**config.mk**
```make
export PLATFORM = sky130hd
export DESIGN_NAME = onehot_mux_pipe
export DESIGN_NICKNAME = d
export VERILOG_FILES = /design/src/rtl/onehot_mux_pipe_pkg.sv /design/src/rtl/onehot_mux_comb.sv /design/src/rtl/onehot_mux_pipe.sv
export SDC_FILE = /design/constraint.sdc
export NUM_CORES = 1
export LEC_CHECK = 0
export ABC_AREA = 1
export CORE_UTILIZATION = 35
export DETAILED_ROUTE_END_ITERATION = 8
export PLACE_DENSITY = 0.78
export SLEW_MARGIN = 15
export SYNTH_ARGS = -nofsm -noshare
export SYNTH_HDL_FRONTEND = slang
export SYNTH_SLANG_ARGS = --single-unit
```
**constraint.sdc**
```tcl
create_clock -name clk -period 1.1 [get_ports clk]
set_input_delay 0.22 -clock clk [delete_from_list [all_inputs] [get_ports clk]]
set_output_delay 0.22 -clock clk [all_outputs]
set_load 0.005 [all_outputs]
```
**src/rtl/onehot_mux_pipe_pkg.sv**
```systemverilog
// Shared constants and the one-hot check helper for the select mux.
// Optional select checking is enabled with the ONEHOT_SEL_CHECK_EN macro.
package mux_pkg;

    localparam int MUX_DEFAULT_WIDTH  = 32;
    localparam int MUX_DEFAULT_NUM_IN = 6;
    localparam int MUX_ERR_CNT_WIDTH  = 8;
    localparam int MUX_MAX_IN         = 64;

    // True when exactly one bit is set; zero-extension keeps this exact.
    function automatic logic is_onehot(input logic [MUX_MAX_IN-1:0] v);
        return (v != '0) && ((v & (v - MUX_MAX_IN'(1))) == '0);
    endfunction

endpackage

```
**src/rtl/onehot_mux_comb.sv**
```systemverilog
// Combinational AND-OR select across NUM_IN channels plus a one-hot flag.
// Purely combinational; no state.
module onehot_mux_comb
    import mux_pkg::*;
#(
    parameter int NUM_IN     = MUX_DEFAULT_NUM_IN,
    parameter int DATA_WIDTH = MUX_DEFAULT_WIDTH
) (
    input  logic [NUM_IN*DATA_WIDTH-1:0] in_data,
    input  logic [NUM_IN-1:0]            in_sel,
    output logic [DATA_WIDTH-1:0]        mux_data,
    output logic                         sel_ok
);

    always_comb begin
        mux_data = '0;
        for (int k = 0; k < NUM_IN; k++) begin
            mux_data = mux_data
                     | (in_data[k*DATA_WIDTH +: DATA_WIDTH]
                        & {DATA_WIDTH{in_sel[k]}});
        end
        sel_ok = is_onehot(MUX_MAX_IN'(in_sel));
    end

endmodule

```
**src/rtl/onehot_mux_pipe.sv**
```systemverilog
// One-hot select mux with valid/ready handshake and two-entry skid buffer.
// ONEHOT_SEL_CHECK_EN drops bad-select beats and counts them.
module onehot_mux_pipe
    import mux_pkg::*;
#(
    parameter int NUM_IN     = MUX_DEFAULT_NUM_IN,
    parameter int DATA_WIDTH = MUX_DEFAULT_WIDTH,
    parameter int CNT_WIDTH  = MUX_ERR_CNT_WIDTH
) (
    input  logic                         clk,
    input  logic                         rst,
    input  logic [NUM_IN*DATA_WIDTH-1:0] in_data,
    input  logic [NUM_IN-1:0]            in_sel,
    input  logic                         in_valid,
    output logic                         in_ready,
    output logic [DATA_WIDTH-1:0]        out_data,
    output logic                         out_valid,
    input  logic                         out_ready,
    output logic                         sel_err,
    output logic [CNT_WIDTH-1:0]         sel_err_cnt
);

    logic [DATA_WIDTH-1:0] mux_data;
    logic                  sel_ok;

    logic                  out_valid_q, out_valid_d;
    logic [DATA_WIDTH-1:0] out_data_q, out_data_d;
    logic                  skid_valid_q, skid_valid_d;
    logic [DATA_WIDTH-1:0] skid_data_q, skid_data_d;
    logic                  sel_err_q, sel_err_d;
    logic [CNT_WIDTH-1:0]  cnt_q, cnt_d;

    logic accept, keep, bad, out_free;

    onehot_mux_comb #(
        .NUM_IN     (NUM_IN),
        .DATA_WIDTH (DATA_WIDTH)
    ) u_comb (
        .in_data  (in_data),
        .in_sel   (in_sel),
        .mux_data (mux_data),
        .sel_ok   (sel_ok)
    );

    assign in_ready = !skid_valid_q && !rst;
    assign accept   = in_valid && in_ready;
    assign out_free = !out_valid_q || out_ready;

`ifdef ONEHOT_SEL_CHECK_EN
    assign keep = accept && sel_ok;
    assign bad  = accept && !sel_ok;
`else
    logic unused_sel_ok;
    assign unused_sel_ok = sel_ok;
    assign keep = accept;
    assign bad  = 1'b0;
`endif

    always_comb begin
        out_valid_d  = out_valid_q;
        out_data_d   = out_data_q;
        skid_valid_d = skid_valid_q;
        skid_data_d  = skid_data_q;
        sel_err_d    = bad;
        cnt_d        = cnt_q;
        if (out_free) begin
            if (skid_valid_q) begin
                out_valid_d  = 1'b1;
                out_data_d   = skid_data_q;
                skid_valid_d = 1'b0;
            end else begin
                out_valid_d = keep;
                if (keep) out_data_d = mux_data;
            end
        end else if (keep) begin
            skid_valid_d = 1'b1;
            skid_data_d  = mux_data;
        end
        // Saturate rather than wrap so a burst of errors is never hidden.
        if (bad && (cnt_q != {CNT_WIDTH{1'b1}})) begin
            cnt_d = cnt_q + CNT_WIDTH'(1);
        end
    end

    always_ff @(posedge clk) begin
        if (rst) begin
            out_valid_q  <= 1'b0;
            out_data_q   <= '0;
            skid_valid_q <= 1'b0;
            skid_data_q  <= '0;
            sel_err_q    <= 1'b0;
            cnt_q        <= '0;
        end else begin
            out_valid_q  <= out_valid_d;
            out_data_q   <= out_data_d;
            skid_valid_q <= skid_valid_d;
            skid_data_q  <= skid_data_d;
            sel_err_q    <= sel_err_d;
            cnt_q        <= cnt_d;
        end
    end

    assign out_valid   = out_valid_q;
    assign out_data    = out_data_q;
    assign sel_err     = sel_err_q;
    assign sel_err_cnt = cnt_q;

endmodule

```
# Word-level counts from Yosys, hierarchy flattened
# Cells that the tools add are included.
[word_totals]
reg_bits = 66
latch_bits = 0
ram_bits = 0
romBits = 0
inputBits = 202
output_inout_bits = 43
word_cells = 29
n_memories = 0
[op_classes]
addsub = 0
n_mul = 0
div = 0
order_cmp = 0
n_eq_ne = 0
n_shift = 0
n_mux = 3
n_bitwise = 12
reduce_logical = 10
[ops]
columns = ["op", "count"]
rows = [
  ["AND 32 bit", 6],
  ["OR 32 bit", 5],
  ["2-to-1 mux 32 bit", 2],
  ["AND reduction 2 bit", 2],
  ["zero test 1 bit", 3],
  ["logical AND 1 bit", 2],
  ["nonzero test 2 bit", 1],
  ["OR reduction 2 bit", 1],
  ["logical OR 1 bit", 1],
  ["2-to-1 mux 1 bit", 1],
  ["inverter 1 bit", 1],
]

# Depth between registers and ports, before layout
[depth]
word_depth = 8
depth_mapped = 8

# By module
# A second synthesis with hierarchy kept.
[hier_totals]
cells_unflattened = 870
hier_area_um2 = 4772.1
[by_module_without_submodules]
columns = ["mod", "n_inst", "cells_per_inst", "area_per_inst_um2", "seq_area_each_um2"]
rows = [
  ["onehot_mux_pipe", 1, 534, 3278.1, 1321.3],
  ["onehot_mux_comb", 1, 336, 1493.9, 0.0],
]

# Worst setup path after synthesis
# OpenSTA, ideal clock, no wires.
[synth_path]
path_type = "register to register"
start = "reg out_valid_q, in the netlist out_valid"
end = "reg out_data_q[19], in the netlist out_data[19]"
setup_ns = 0.066
arrival_time_ns = 1.053
required_ns = 1.034
slack_ns = -0.019
stages_incl_launch_ff = 8
path_buffers = 1
period_less_slack_ns = 1.119
path_cell_list = "dfxtp_1 -> inv_1 -> nor2_2 -> inv_1 -> nand2_4 -> buf_4 -> nor2_1 -> a21oi_2"
[synth_via]
elab_chain_cells = 3
[synth_lines]
columns = ["item", "line", "rtl"]
rows = [
  ["start, declared", "onehot_mux_pipe.sv:26", "logic out_valid_q, out_valid_d;"],
  ["start signal, assigned", "onehot_mux_pipe.sv:94", "out_valid_q <= out_valid_d;"],
  ["zero test 1 bit", "onehot_mux_pipe.sv:47", "assign out_free = !out_valid_q || out_ready;"],
  ["logical OR 1 bit", "onehot_mux_pipe.sv:47", ""],
  ["AND reduction 2 bit (no line)", "--", ""],
  ["end signal, assigned", "onehot_mux_pipe.sv:95", "out_data_q <= out_data_d;"],
  ["end, declared", "onehot_mux_pipe.sv:27", "logic [DATA_WIDTH-1:0] out_data_q, out_data_d;"],
]
# No other way between the ends.
# A chain may end at the register's enable or synchronous reset.

# Worst setup path in the final report
[layout_path]
start = "in out_ready"
end = "reg out_data_q[27], in the netlist out_data[27]"
[layout_via]
elab_chain_cells = 2
[layout_lines]
columns = ["item", "line", "rtl"]
rows = [
  ["start, declared", "onehot_mux_pipe.sv:18", "input logic out_ready,"],
  ["logical OR 1 bit", "onehot_mux_pipe.sv:47", ""],
  ["AND reduction 2 bit (no line)", "--", ""],
]
# No other way between the ends.

==> run summary <==
Antenna diode count = 0
CTS tree = yes
Die Area = 14300 µm²
Post-synthesis cell area = 4860 µm²
Final Cycle Share = 1.11
Worst clock skew = 5.70 ps
Cell taking the most area after synthesis = nand2_1
Setup crit end kind = flip-flop
H-tree Lvls = 3
Max IR drop VDD = 0.000596 V
DRT Pass-1 Iters = 5
Synth Register Bits = 66
Drt drc = 0
Hold Violations, Final = 0
Count of hold-fix buffers inserted at cts = 0
PnR Total Power = 0.00753 W
Setup CP Type = primary input to flip-flop
Max FO, Critical Path = 8
Setup violators final = 65
Starting Density = 0.362
Top post-synthesis cells by area = nand2_1 (40%), dfxtp_1 (27%), inv_1 (10%)
Share of layout cells above drive strength 1 = 0.140
Startpoint Class = primary input
Vias per cell = 4.27
Area delta synth->final = 66.8%
Inserted Clock Buffers = 9
Netlist cell types = 18
Chip width = 120 µm
Area share of the largest cell type after synthesis = 0.397
Number of antenna violations at the first check in global routing = 0
Avg WL per Cell = 12.6 µm
Largest net degree at the start of global routing = 41
Grt ovf = 0
Via count = 5787
GPL Wtd Cong = 0.821
Clock Tree Root = clkbuf_16
Dpl hpwl = 11700 µm
Failing checks = negative setup slack
IO Port Bufs = 235
Fin worst setup slack = -125 ps
Min Tclk post-route = 1230 ps
First-pass GRT wire length = 26200 µm
NumNets Final = 1375
Core area = 13400 µm²
Initial DRC count = 278
Row cnt = 42
Clk sink count = 66
Post-Route WL = 17000 µm
PwrDens = 930 nW/µm²
Syn Area/Cell = 5.20 µm²
Worst-path clk slew = 50 ps
Register area share after synthesis = 0.272
Mapped Cells = 933
Max cap viols = 0
Post-route ant nets = 0
Outcome = complete, but fails checks
Number of global-route vias before repair = 5322
Fmax = 816 MHz
Num ports = 245
Clk buf depth = 2
Clock Latency Late Sink = 340 ps
Final TNS setup = -4290 ps
HP Class = primary input to flip-flop
P_leak = 4.57 nW
Synth warn = 0
Slew Viols, Final = 0
CP Data Required Time = 1320 ps
Worst path arrival time = 1450 ps
Die H = 120 µm
GR Util All Layers = 0.235
RSZ-0062 raised after global routing = yes
-- cell usage after synthesis (all sizes together) --
master and number:
a21oi 32, inv 133, o21ai 2, dfxtp 66, clkbuf 4, nand2 514
buf 49, nor2 131, conb 1, nand3 1
-- flip-flops by register name, indices dropped and copies added, names as in the netlist --
| name | count |
|---|---|
| out_valid | 1 |
| skid_data_q | 32 |
| out_data | 32 |
| skid_valid_q | 1 |
-- final cells by class --
cell class	instances	area (µm²)
inverter	133	499
tap	176	220
clock buffer	14	274
clock inverter	2	10.0
multi-input combinational	690	2870
fill	1301	5300
sequential	66	1350
timing repair buffer	273	2880
-- worst paths after layout --
check / startpoint / endpoint / slack [ps] / depth (start not counted)
worst min-delay path: rst / out_valid$_SDFFE_PP0P_ / 410 / 2
worst max register to register: skid_valid_q$_SDFFE_PP0P_ / out_data[27]$_SDFFE_PP0P_ / -120 / 6
worst min register to register: out_data[24]$_SDFFE_PP0P_ / out_data[24]$_SDFFE_PP0P_ / 510 / 4
worst max-delay path: out_ready / out_data[27]$_SDFFE_PP0P_ / -130 / 7
-- cell usage in the layout (no fill, tap or decap), types with 2 or more instances in the layout --
| cell type | count |
|---|---|
| a21oi_1 | 13 |
| a21oi_2 | 19 |
| buf_12 | 13 |
| buf_16 | 4 |
| buf_2 | 19 |
| buf_4 | 12 |
| buf_6 | 2 |
| bufbuf_16 | 4 |
| clkbuf_1 | 2 |
| clkbuf_16 | 12 |
| clkbuf_2 | 12 |
| clkbuf_8 | 3 |
| clkdlybuf4s15_1 | 2 |
| clkdlybuf4s50_1 | 193 |
| clkinv_2 | 2 |
| conb_1 | 9 |
| dfxtp_1 | 48 |
| dfxtp_2 | 17 |
| dlygate4sd2_1 | 8 |
| inv_1 | 128 |
| inv_2 | 5 |
| nand2_1 | 499 |
| nand2_2 | 11 |
| nand2_4 | 3 |
| nand2_8 | 2 |
| nor2_1 | 110 |
| nor2_2 | 19 |
| nor2_4 | 2 |
-- metal layers --
metal	vias up	wire length (µm)	global-route usage	part of all wire
met2	189	8270	0.406	0.49
met5	-	0	0	0
met4	0	274	0.0664	0.016
met1	2438	7600	0.297	0.45
met3	19	878	0.0442	0.052
li1	3141	-	-	-
-- what timing repair did --
| action | 4_1_cts | 5_1_grt |
|---|---|---|
| hold endpoints to repair | 0 | 0 |
| cloned | 8 | 4 |
| pin swaps | 3 | 2 |
| buffers inserted | 2 | 0 |
| gates resized for setup | 153 | 45 |
| setup endpoints to repair | 98 | 84 |
-- logic make-up (layout without fill, tap and decap cells) --
logic type	count (synthesis)	count (layout)	share of synthesized area
AND/OR/NAND/NOR	646	647	0.506
buffers and inverters	186	422	0.172
flip-flops	66	66	0.272
AO/OA/AOI/OAI	34	34	0.0490
other	1	9	0.000772
-- stage by stage --
step                cells  cell area (µm²)  hold WS (ps)  setup slack (ps)   util
global route         1354             8100           414              -176  0.604
floorplan             941             4900           332             -6.36      -
global placement     1324             7460           502              -541  0.557
detailed placement   1324             7460           502              -541  0.557
CTS                  1350             8030           409             -80.5  0.599
finish               1354             8100           412              -125  0.604
-- power breakdown --
group	switching, W	internal, W	total [W]
registers	0.0000580	0.00252	0.00258
logic	0.000987	0.00125	0.00224
clock network	0.00101	0.00170	0.00271
total	0.00206	0.00547	0.00753
-- critical path: stages --
cell,delay (ps)
clkdlybuf4s50_1,500
nor2_4,50
inv_2,150
nand2_8,120
clkbuf_16,190
nor2_1,130
a21oi_2,70
Power figures use the tool's default switching activity.
